--- src/rtl/ds_scoreboard_if.sv ---
// Decode-stage scoreboard bus: issue/retire/flush handshakes and per-source hazard query.
// The master side is the decode/writeback logic; the slave side is the scoreboard.
interface ds_scoreboard_if #(
  parameter int AW      = 5,
  parameter int NUM_SRC = 3
);
  logic                   issue_valid;
  logic                   issue_ready;
  logic                   issue_we;
  logic [AW-1:0]          issue_dest;
  logic                   issue_is_load;
  logic                   retire_valid;
  logic                   retire_we;
  logic [AW-1:0]          retire_dest;
  logic                   retire_is_load;
  logic                   flush;
  logic [NUM_SRC*AW-1:0]  src_addr;
  logic [NUM_SRC-1:0]     src_used;
  logic [NUM_SRC-1:0]     src_busy;
  logic [NUM_SRC-1:0]     src_load_busy;
  logic                   stall;
  logic                   pending_any;

  modport master (
    output issue_valid, issue_we, issue_dest, issue_is_load,
    output retire_valid, retire_we, retire_dest, retire_is_load,
    output flush, src_addr, src_used,
    input  issue_ready, src_busy, src_load_busy, stall, pending_any
  );

  modport slave (
    input  issue_valid, issue_we, issue_dest, issue_is_load,
    input  retire_valid, retire_we, retire_dest, retire_is_load,
    input  flush, src_addr, src_used,
    output issue_ready, src_busy, src_load_busy, stall, pending_any
  );
endinterface

--- src/rtl/ds_scoreboard.sv ---
// Register-hazard scoreboard: per-register in-flight writer and load counters with
// same-cycle retire bypass, producing per-source busy flags and the decode stall.
module ds_scoreboard #(
  parameter int NUM_REGS = 32,
  parameter int AW       = 5,
  parameter int NUM_SRC  = 3,
  parameter int CNT_W    = 2,
  parameter bit FWD_EN   = 1'b1
) (
  input  logic            clk,
  input  logic            resetn,
  ds_scoreboard_if.slave  sb
);

  localparam logic [CNT_W-1:0] CNT_MAX = '1;

  logic [CNT_W-1:0] pendCnt_q [1:NUM_REGS-1];
  logic [CNT_W-1:0] pendCnt_d [1:NUM_REGS-1];
  logic [CNT_W-1:0] loadCnt_q [1:NUM_REGS-1];
  logic [CNT_W-1:0] loadCnt_d [1:NUM_REGS-1];
  logic [CNT_W-1:0] effPend   [NUM_REGS];
  logic [CNT_W-1:0] effLoad   [NUM_REGS];

  logic               iss;
  logic               ret;
  logic               issueReady;
  logic [NUM_SRC-1:0] srcBusy;
  logic [NUM_SRC-1:0] srcLoadBusy;
  logic               pendingAny;

  // Effective counts see a same-cycle retire so a source whose last writer is
  // committing now is already free; register 0 reads as permanently idle.
  always_comb begin
    ret        = sb.retire_valid & sb.retire_we & (sb.retire_dest != '0);
    effPend[0] = '0;
    effLoad[0] = '0;
    for (int r = 1; r < NUM_REGS; r++) begin
      effPend[r] = pendCnt_q[r];
      effLoad[r] = loadCnt_q[r];
      if (ret && (sb.retire_dest == AW'(r))) begin
        if (pendCnt_q[r] != '0)
          effPend[r] = pendCnt_q[r] - CNT_W'(1);
        if (sb.retire_is_load && (loadCnt_q[r] != '0))
          effLoad[r] = loadCnt_q[r] - CNT_W'(1);
      end
    end
  end

  always_comb begin
    issueReady = ~(sb.issue_we && (sb.issue_dest != '0) && (effPend[sb.issue_dest] == CNT_MAX));
    iss        = sb.issue_valid & issueReady & sb.issue_we & (sb.issue_dest != '0);
  end

  always_comb begin
    srcBusy     = '0;
    srcLoadBusy = '0;
    for (int i = 0; i < NUM_SRC; i++) begin
      if (sb.src_used[i] && (sb.src_addr[i*AW +: AW] != '0)) begin
        srcBusy[i]     = (effPend[sb.src_addr[i*AW +: AW]] != '0);
        srcLoadBusy[i] = (effLoad[sb.src_addr[i*AW +: AW]] != '0);
      end
    end
    pendingAny = 1'b0;
    for (int r = 1; r < NUM_REGS; r++)
      pendingAny = pendingAny | (pendCnt_q[r] != '0);
  end

  assign sb.issue_ready   = issueReady;
  assign sb.src_busy      = srcBusy;
  assign sb.src_load_busy = srcLoadBusy;
  assign sb.stall         = FWD_EN ? (|srcLoadBusy) : (|srcBusy);
  assign sb.pending_any   = pendingAny;

  // Issue and retire on the same register cancel; decrements hold at zero and
  // increments cannot overflow because a saturated issue is refused upstream.
  always_comb begin
    for (int r = 1; r < NUM_REGS; r++) begin
      pendCnt_d[r] = pendCnt_q[r];
      loadCnt_d[r] = loadCnt_q[r];
      if (sb.flush) begin
        pendCnt_d[r] = '0;
        loadCnt_d[r] = '0;
      end else begin
        if (iss && (sb.issue_dest == AW'(r)) && !(ret && (sb.retire_dest == AW'(r))))
          pendCnt_d[r] = pendCnt_q[r] + CNT_W'(1);
        else if (ret && (sb.retire_dest == AW'(r)) && !(iss && (sb.issue_dest == AW'(r))))
          pendCnt_d[r] = (pendCnt_q[r] != '0) ? pendCnt_q[r] - CNT_W'(1) : '0;

        if (iss && sb.issue_is_load && (sb.issue_dest == AW'(r)) &&
            !(ret && sb.retire_is_load && (sb.retire_dest == AW'(r)))) begin
          if (loadCnt_q[r] != CNT_MAX)
            loadCnt_d[r] = loadCnt_q[r] + CNT_W'(1);
        end else if (ret && sb.retire_is_load && (sb.retire_dest == AW'(r)) &&
                     !(iss && sb.issue_is_load && (sb.issue_dest == AW'(r)))) begin
          loadCnt_d[r] = (loadCnt_q[r] != '0) ? loadCnt_q[r] - CNT_W'(1) : '0;
        end
      end
    end
  end

  always_ff @(posedge clk or negedge resetn) begin
    if (!resetn) begin
      for (int r = 1; r < NUM_REGS; r++) begin
        pendCnt_q[r] <= '0;
        loadCnt_q[r] <= '0;
      end
    end else begin
      pendCnt_q <= pendCnt_d;
      loadCnt_q <= loadCnt_d;
    end
  end

  // A retire with nothing in flight means decode and writeback disagree.
  always @(posedge clk) begin
    if (resetn && !sb.flush && ret) begin
      assert (pendCnt_q[sb.retire_dest] != '0)
        else $error("ds_scoreboard: retire underflow on r%0d", sb.retire_dest);
      if (sb.retire_is_load)
        assert (loadCnt_q[sb.retire_dest] != '0)
          else $error("ds_scoreboard: load retire underflow on r%0d", sb.retire_dest);
    end
  end

endmodule

--- src/flat_wrapper.sv ---
// flat-port wrapper written by rule: the top's interface ports become plain ports
module ds_scoreboard_flat 
#(
  parameter int NUM_REGS = 32,
  parameter int AW       = 5,
  parameter int NUM_SRC  = 3,
  parameter int CNT_W    = 2,
  parameter bit FWD_EN   = 1'b1
)
  (clk, resetn, sb_issue_valid, sb_issue_we, sb_issue_dest, sb_issue_is_load, sb_retire_valid, sb_retire_we, sb_retire_dest, sb_retire_is_load, sb_flush, sb_src_addr, sb_src_used, sb_issue_ready, sb_src_busy, sb_src_load_busy, sb_stall, sb_pending_any);
  ds_scoreboard_if #(.AW(AW), .NUM_SRC(NUM_SRC)) sb_i ();
  input  logic clk;
  input  logic resetn;
  input wire logic [$bits(sb_i.issue_valid)-1:0] sb_issue_valid;
  input wire logic [$bits(sb_i.issue_we)-1:0] sb_issue_we;
  input wire logic [$bits(sb_i.issue_dest)-1:0] sb_issue_dest;
  input wire logic [$bits(sb_i.issue_is_load)-1:0] sb_issue_is_load;
  input wire logic [$bits(sb_i.retire_valid)-1:0] sb_retire_valid;
  input wire logic [$bits(sb_i.retire_we)-1:0] sb_retire_we;
  input wire logic [$bits(sb_i.retire_dest)-1:0] sb_retire_dest;
  input wire logic [$bits(sb_i.retire_is_load)-1:0] sb_retire_is_load;
  input wire logic [$bits(sb_i.flush)-1:0] sb_flush;
  input wire logic [$bits(sb_i.src_addr)-1:0] sb_src_addr;
  input wire logic [$bits(sb_i.src_used)-1:0] sb_src_used;
  output wire logic [$bits(sb_i.issue_ready)-1:0] sb_issue_ready;
  output wire logic [$bits(sb_i.src_busy)-1:0] sb_src_busy;
  output wire logic [$bits(sb_i.src_load_busy)-1:0] sb_src_load_busy;
  output wire logic [$bits(sb_i.stall)-1:0] sb_stall;
  output wire logic [$bits(sb_i.pending_any)-1:0] sb_pending_any;
  assign sb_i.issue_valid = sb_issue_valid;
  assign sb_i.issue_we = sb_issue_we;
  assign sb_i.issue_dest = sb_issue_dest;
  assign sb_i.issue_is_load = sb_issue_is_load;
  assign sb_i.retire_valid = sb_retire_valid;
  assign sb_i.retire_we = sb_retire_we;
  assign sb_i.retire_dest = sb_retire_dest;
  assign sb_i.retire_is_load = sb_retire_is_load;
  assign sb_i.flush = sb_flush;
  assign sb_i.src_addr = sb_src_addr;
  assign sb_i.src_used = sb_src_used;
  assign sb_issue_ready = sb_i.issue_ready;
  assign sb_src_busy = sb_i.src_busy;
  assign sb_src_load_busy = sb_i.src_load_busy;
  assign sb_stall = sb_i.stall;
  assign sb_pending_any = sb_i.pending_any;
  ds_scoreboard #(.NUM_REGS(NUM_REGS), .AW(AW), .NUM_SRC(NUM_SRC), .CNT_W(CNT_W), .FWD_EN(FWD_EN)) u_core (.clk(clk), .resetn(resetn), .sb(sb_i));
endmodule
--- config.mk ---
export PLATFORM = sky130hd
export DESIGN_NAME = ds_scoreboard_flat
export DESIGN_NICKNAME = d
export VERILOG_FILES = /design/src/rtl/ds_scoreboard_if.sv /design/src/rtl/ds_scoreboard.sv /design/src/flat_wrapper.sv
export SDC_FILE = /design/constraint.sdc
export NUM_CORES = 1
export LEC_CHECK = 0
export ABC_AREA = 1
export BUFFER_PORTS_ARGS = -buffer_cell sky130_fd_sc_hd__buf_2
export CAP_MARGIN = 30
export CELL_PAD_IN_SITES_DETAIL_PLACEMENT = 0
export CELL_PAD_IN_SITES_GLOBAL_PLACEMENT = 2
export CORE_AREA = 2 2 219 221
export CTS_BUF_LIST = sky130_fd_sc_hd__clkbuf_2 sky130_fd_sc_hd__clkbuf_4 sky130_fd_sc_hd__clkbuf_8
export CTS_CLUSTER_SIZE = 40
export DETAILED_ROUTE_END_ITERATION = 12
export DIE_AREA = 0 0 221 223
export PLACE_DENSITY = 0.81
export SLEW_MARGIN = 15
export SYNTH_ARGS = -nofsm -noshare
export SYNTH_HDL_FRONTEND = slang
export SYNTH_SLANG_ARGS = --single-unit
--- constraint.sdc ---
create_clock -name clk -period 3.7 [get_ports clk]
set_input_delay 0.74 -clock clk [delete_from_list [all_inputs] [get_ports clk]]
set_output_delay 0.74 -clock clk [all_outputs]
set_load 0.01 [all_outputs]
Word level (Yosys, flattened, before mapping) --
Index checks and enable logic that the tools add are counted. W data, S select, Z words.
Storage, ports and cells: register bits 124, latch bits 0, bits in writable memories 0, bits in read-only memories 0, bits of input ports 37, output and inout bits 9, memories 0
Cells by class: $add $sub $neg 124, $mul 0, divide/modulo/power cells 0, magnitude comparators 4, equality and inequality tests 125, shift operators 0, multiplexer cells 430, bitwise logic cells 40, reduce and logical (&&, ||, !) cells 577
Operators by type and width (count):
- $mux W2 | 417
- $logic_and A1 B1 Y1 | 286
- $reduce_bool A3 Y1 | 62
- $eq A5 B5 Y1 const B | 32
- $reduce_bool A2 Y1 | 68
- $add A2 B1 Y2 const B | 62
- $logic_not A1 Y1 | 124
- $sub A2 B1 Y2 const B | 62
- $ne A3 B3 Y1 const B | 31
- $eq A5 B4 Y1 const B | 16
- $bmux W2 S5 | 7
- $ne A2 B2 Y1 const B | 31
- $reduce_and A2 Y1 | 31
- $eq A5 B3 Y1 const B | 8
- $or A1 B1 Y1 | 30
- $reduce_bool A5 Y1 | 5
- $ge A6 B6 Y1 const B | 4
- $not A5 Y6 | 4
- $eq A5 B2 Y1 const B | 4
- $eq A5 B1 Y1 const B | 2
- $mux W1 | 6
- $and A1 B1 Y1 | 5
- $reduce_or A3 Y1 | 1
- $eq A2 B2 Y1 const B | 1
- $not A1 Y1 | 1

Longest topological paths before layout --
depth after elaboration 31, mapped depth 23, mapped depth without buffers 22

Worst setup path before layout --
OpenSTA, ideal clock, no wires.
path type input-to-output, from input sb_retire_valid, to output sb_stall, arrival time 2.627 ns, data required time 2.960 ns, path slack 0.333 ns, stages on the path 16, buffers on the path 1, path through nand2_1 > nor2_4 > buf_4 > nand2_1 > nor2_1 > inv_1 > or2_2 > o21ai_0 > inv_1 > a21oi_1 > o211ai_1 > nand3_1 > nand2_1 > nand2_1 > nand3_1 > nand3_1
On the way: cells in the longest elaborated chain, start to end 10
Ends and longest elaborated chain:
- start, declared | RTL line flat_wrapper.sv:18 | input wire logic [$bits(sb_i.retire_valid)-1:0] sb_retire_valid;
- $and A1 B1 Y1 * (2 in series) | RTL line ds_scoreboard.sv:34 | ret = sb.retire_valid & sb.retire_we & (sb.retire_dest != '0);
- $logic_and A1 B1 Y1 | RTL line ds_scoreboard.sv:40 | if (ret && (sb.retire_dest == AW'(r))) begin
- $mux W2 | RTL line ds_scoreboard.sv:40
- $bmux W2 S5 | RTL line ds_scoreboard.sv:60 | srcLoadBusy[i] = (effLoad[sb.src_addr[i*AW +: AW]] != '0);
- $mux W2 (not written as such) (2 in series) | RTL line ds_scoreboard.sv:60
- $reduce_bool A2 Y1 | RTL line ds_scoreboard.sv:60
- $mux W1 | RTL line ds_scoreboard.sv:58 | if (sb.src_used[i] && (sb.src_addr[i*AW +: AW] != '0)) begin
- $reduce_or A3 Y1 * | RTL line ds_scoreboard.sv:71 | assign sb.stall = FWD_EN ? (|srcLoadBusy) : (|srcBusy);
- end, declared | RTL line flat_wrapper.sv:28 | output wire logic [$bits(sb_i.stall)-1:0] sb_stall;
Mark *: on every way between the ends. The rest lies on a longest branch, timed or not. The select of a mux whose other input is x is not followed.

Final worst setup path --
from input sb_retire_dest[0], to output sb_src_busy[2]
On the way: cells in the longest elaborated chain, start to end 9
Ends and longest elaborated chain:
- start, declared | RTL line flat_wrapper.sv:20 | input wire logic [$bits(sb_i.retire_dest)-1:0] sb_retire_dest;
- $reduce_bool A5 Y1 | RTL line ds_scoreboard.sv:34
- $and A1 B1 Y1 | RTL line ds_scoreboard.sv:34
- $logic_and A1 B1 Y1 | RTL line ds_scoreboard.sv:40
- $mux W2 | RTL line ds_scoreboard.sv:40
- $bmux W2 S5 * | RTL line ds_scoreboard.sv:59 | srcBusy[i] = (effPend[sb.src_addr[i*AW +: AW]] != '0);
- $mux W2 (not written as such) * (2 in series) | RTL line ds_scoreboard.sv:59
- $reduce_bool A2 Y1 * | RTL line ds_scoreboard.sv:59
- $mux W1 * | RTL line ds_scoreboard.sv:58
- end, declared | RTL line flat_wrapper.sv:26 | output wire logic [$bits(sb_i.src_busy)-1:0] sb_src_busy;
Marked as above.

==> results by group <==
Synthesis
  – Post-synthesis cell type count: 47
  – Area fraction of the dominant cell type after synthesis: 18.5%
  – Synthesized flop and latch total: roughly 120
  – Post-synth ARST share: 100%
  – Count leader, synth: nand2_1
  – Ys flop type: dfrtp_1
  – Top post-synthesis cells by area: dfrtp_1 (18%), nand2_1 (17%), ha_1 (14%)
  – Synthesized area: 16800 um2
  – Post-synth EDFFs: 0
  – Register area share after synthesis: between 10% and 20%
  – Mapped Cells: 2776
  – Syn nets: ~3.0k
  – Synth cell count leaders: nand2_1 (753), inv_1 (364), nor2_1 (291), nand3_1 (256), ha_1 (186)
  – Synth warn: 0
  – Post-synth top area cell: dfrtp_1
  – Syn_area_per_cell: roughly 6 um2

Die
  – Initial Utilization: a little over a third
  – Ports: between 40 and 50
  – Die area: roughly 49000 um2
  – Die Wd: about 220 um
  – FP Rows: 80
  – Die height: about 220 um
  – Core Region: 47100 um2

Placement
  – Area post-placement: slightly above 20000 um2
  – PortBufs: 45
  – Detailed Place HPWL: 61400 um
  – Placer congestion estimate: about 1.0

Layout
  – Area Growth Syn to Fin: 38.3%
  – N_diodes: 0
  – Multi-input logic area: 13300 um2
  – Nets: approximately 3.4k
  – Share of cells above drive strength 1: between 20 and 30%
  – Final design utilization: between 40% and 50%
  – Sequential Area: approximately 3100 um2
  – Fin area: 23200 um2
  – Filler cell count: 4856

Global routing
  – Initial antenna violation count: 0
  – Largest net degree at the start of global routing: 79
  – First-pass GRT wire length: about 120000 um
  – Total gr overflow: 0
  – Vias in the first global route: just under 20k
  – GRT Util Overall: 31.8%

Critical path
  – WP data required: slightly below 3 ns
  – Worst EP arrival: about 3 ns
  – Crit-path max cell delay: approximately 0.28 ns
  – Cell chain of the critical path: buf_12 > clkinv_8 > nand2_8 > buf_6 > nor2_4 > buf_6 > nand4_1 > o21ai_1 > buf_4 > buf_4 > o22ai_2 > a21oi_2 > o211ai_1 > o211ai_1 > a21oi_2 > buf_2
  – CP Max Fanout: 4
  – Setup Crit Path Kind: input port to output pin
  – Worst path slowest cell: o211ai_1
  – Crit start category: input port
  – CP Capture Type: output pin

Drt
  – DR iter-0 viols: 1949
  – DRT Pass-1 Iters: 6
  – Via count: roughly 21k
  – Final ANT Viol Nets: 0
  – DR DRC count: 0
  – Routed wire length: ~79000 um
  – Routed WL per cell: 20.6 um
  – Vias/cell: about 5.4

STA
  – Final WS setup: -0.0634 ns
  – FMAX: about 0.27 GHz
  – Fin Setup TNS: -0.165 ns
  – Max-slew headroom: between 50% and 60%
  – Final Hold Vio Count: 0
  – Worst-Margin Slew: between 0.6 and 0.7 ns
  – Post-layout min period: between 3 and 4 ns
  – Final setup fails: 4
  – Period Utilization, post-route: 102%
  – Max-slew violations: 0
  – Clock skew: ~0.018 ns
  – RSZ-0062 raised after global routing: true

Clocking
  – TritonCTS clock tree: yes
  – CTS Buffer Depth: 2
  – Worst-Skew Late Latency: 0.58 ns
  – CTS H-tree depth: 4
  – Inserted Clock Buffers: 17
  – CTS Sinks: approximately 120
  – Clk Tree Root Cell: clkbuf_8
  – Clk pin slew, worst setup/hold paths: roughly 0.08 ns

Run
  – Max Cap Viol: 0

Power and ir drop
  – Pwr/cell area: roughly 160 nW/um2
  – VDD IR max: around 0.27 mV
  – Total Power: ~3.8 mW
  – Lkg Pwr: 11.4 nW

Hold path
  – Worst hold-check path type: input port to asynchronous set/reset pin

Status
  – Status: complete, but fails checks
  – Failing checks: negative setup slack
## cell type report
cell class,instances,share of cell area (%)
Clock buffer,19,1.10
Inverter,375,6.24
Timing Repair Buffer,518,18.2
Sequential cell,124,13.4
Clock inverter,13,0.539
Tap cell,615,3.32
Multi-Input combinational cell,2187,57.2
## cell families (layout without fill, tap and decap cells)
logic type	after synthesis	count (layout)	share of synthesized area (%)
compound gates	412	412	14.3
xor+xnor	31	31	1.62
fa+ha+maj	186	186	13.9
buf+inv	466	925	10.6
flops	124	124	18.5
mux	14	14	0.835
simple gates	1543	1544	40.3
## state kept, by name, indices dropped and copies added (netlist names)
register and cells:
u_core.loadCnt_q 62, u_core.pendCnt_q 62
## critical path, delay by kind of cell
family                 cells  cell delay, ns
buffers and inverters      7            0.90
and+or+nand+nor            3            0.43
AOI/OAI and AO/OA          6            0.93
## worst paths after layout
check                                       endpoint  slack [ns]            startpoint  cells past startpoint
max in group asynchronous       u_core.pendCnt_q[17]        2.80                resetn                      2
worst max-delay path                  sb_src_busy[2]       -0.06     sb_retire_dest[0]                     16
worst min-delay path            u_core.loadCnt_q[61]        0.11                resetn                      1
worst min register to register  u_core.pendCnt_q[30]        0.53  u_core.pendCnt_q[30]                      2
worst max register to register  u_core.loadCnt_q[33]        0.48  u_core.pendCnt_q[22]                     16
min in group clk                u_core.pendCnt_q[30]        0.53  u_core.pendCnt_q[30]                      2
## timing repair
| action | CTS | global route |
|---|---|---|
| setup buffers | 70 | 19 |
| pin swaps | 60 | 117 |
| hold buffers | 0 | 0 |
| setup endpoints to repair | 8 | 12 |
| cloned | 1 | 0 |
| resized for setup | 237 | 225 |
## where the power goes
part	switching (mW)	internal [mW]
combinational	0.726	0.364
clock	0.689	0.611
sequential	0.00695	1.36
total	1.42	2.33
## through the flow
step           hold slack [ns]  setup slack (ns)  instances
6_report                 0.107           -0.0634       3851
5_1_grt                  0.107            -0.215       3851
4_1_cts                 0.0613            -0.105       3840
3_5_place_dp             0.515            -0.643       3738
3_3_place_gp             0.505            -0.670       3738
2_1_floorplan            0.444             0.333       2776
## routing by layer
layer | track usage [%] | up-vias | share of wire [%]
li1 | - | 10100 | -
met1 | 41.3 | 9801 | 44
met2 | 50.7 | 804 | 44
met3 | 5.43 | 225 | 6.8
met4 | 16.0 | 0 | 5.4
met5 | 0 | - | 0
## placed cells by master (no fill, tap or decap), types with 17 or more instances in the layout
cell        n
inv_2      23
nand2_4    19
ha_1      186
nand3_2    29
buf_2      34
nor2_4     57
nand3_1   226
nor2_1    228
nand2_2    40
inv_1     341
o21ai_2    21
o22ai_1    26
a21oi_1    48
buf_12     23
a21oi_2    17
o21bai_1   20
buf_6      31
xor2_1     19
nand4_1   140
o21ai_0    92
dfrtp_1   123
o21ai_1    89
a31oi_1    28
buf_4     428
clkbuf_8   18
nand2_1   693
nor3_1     28
nor2_2     33
Note: power is estimated with default switching activity, not from simulation.
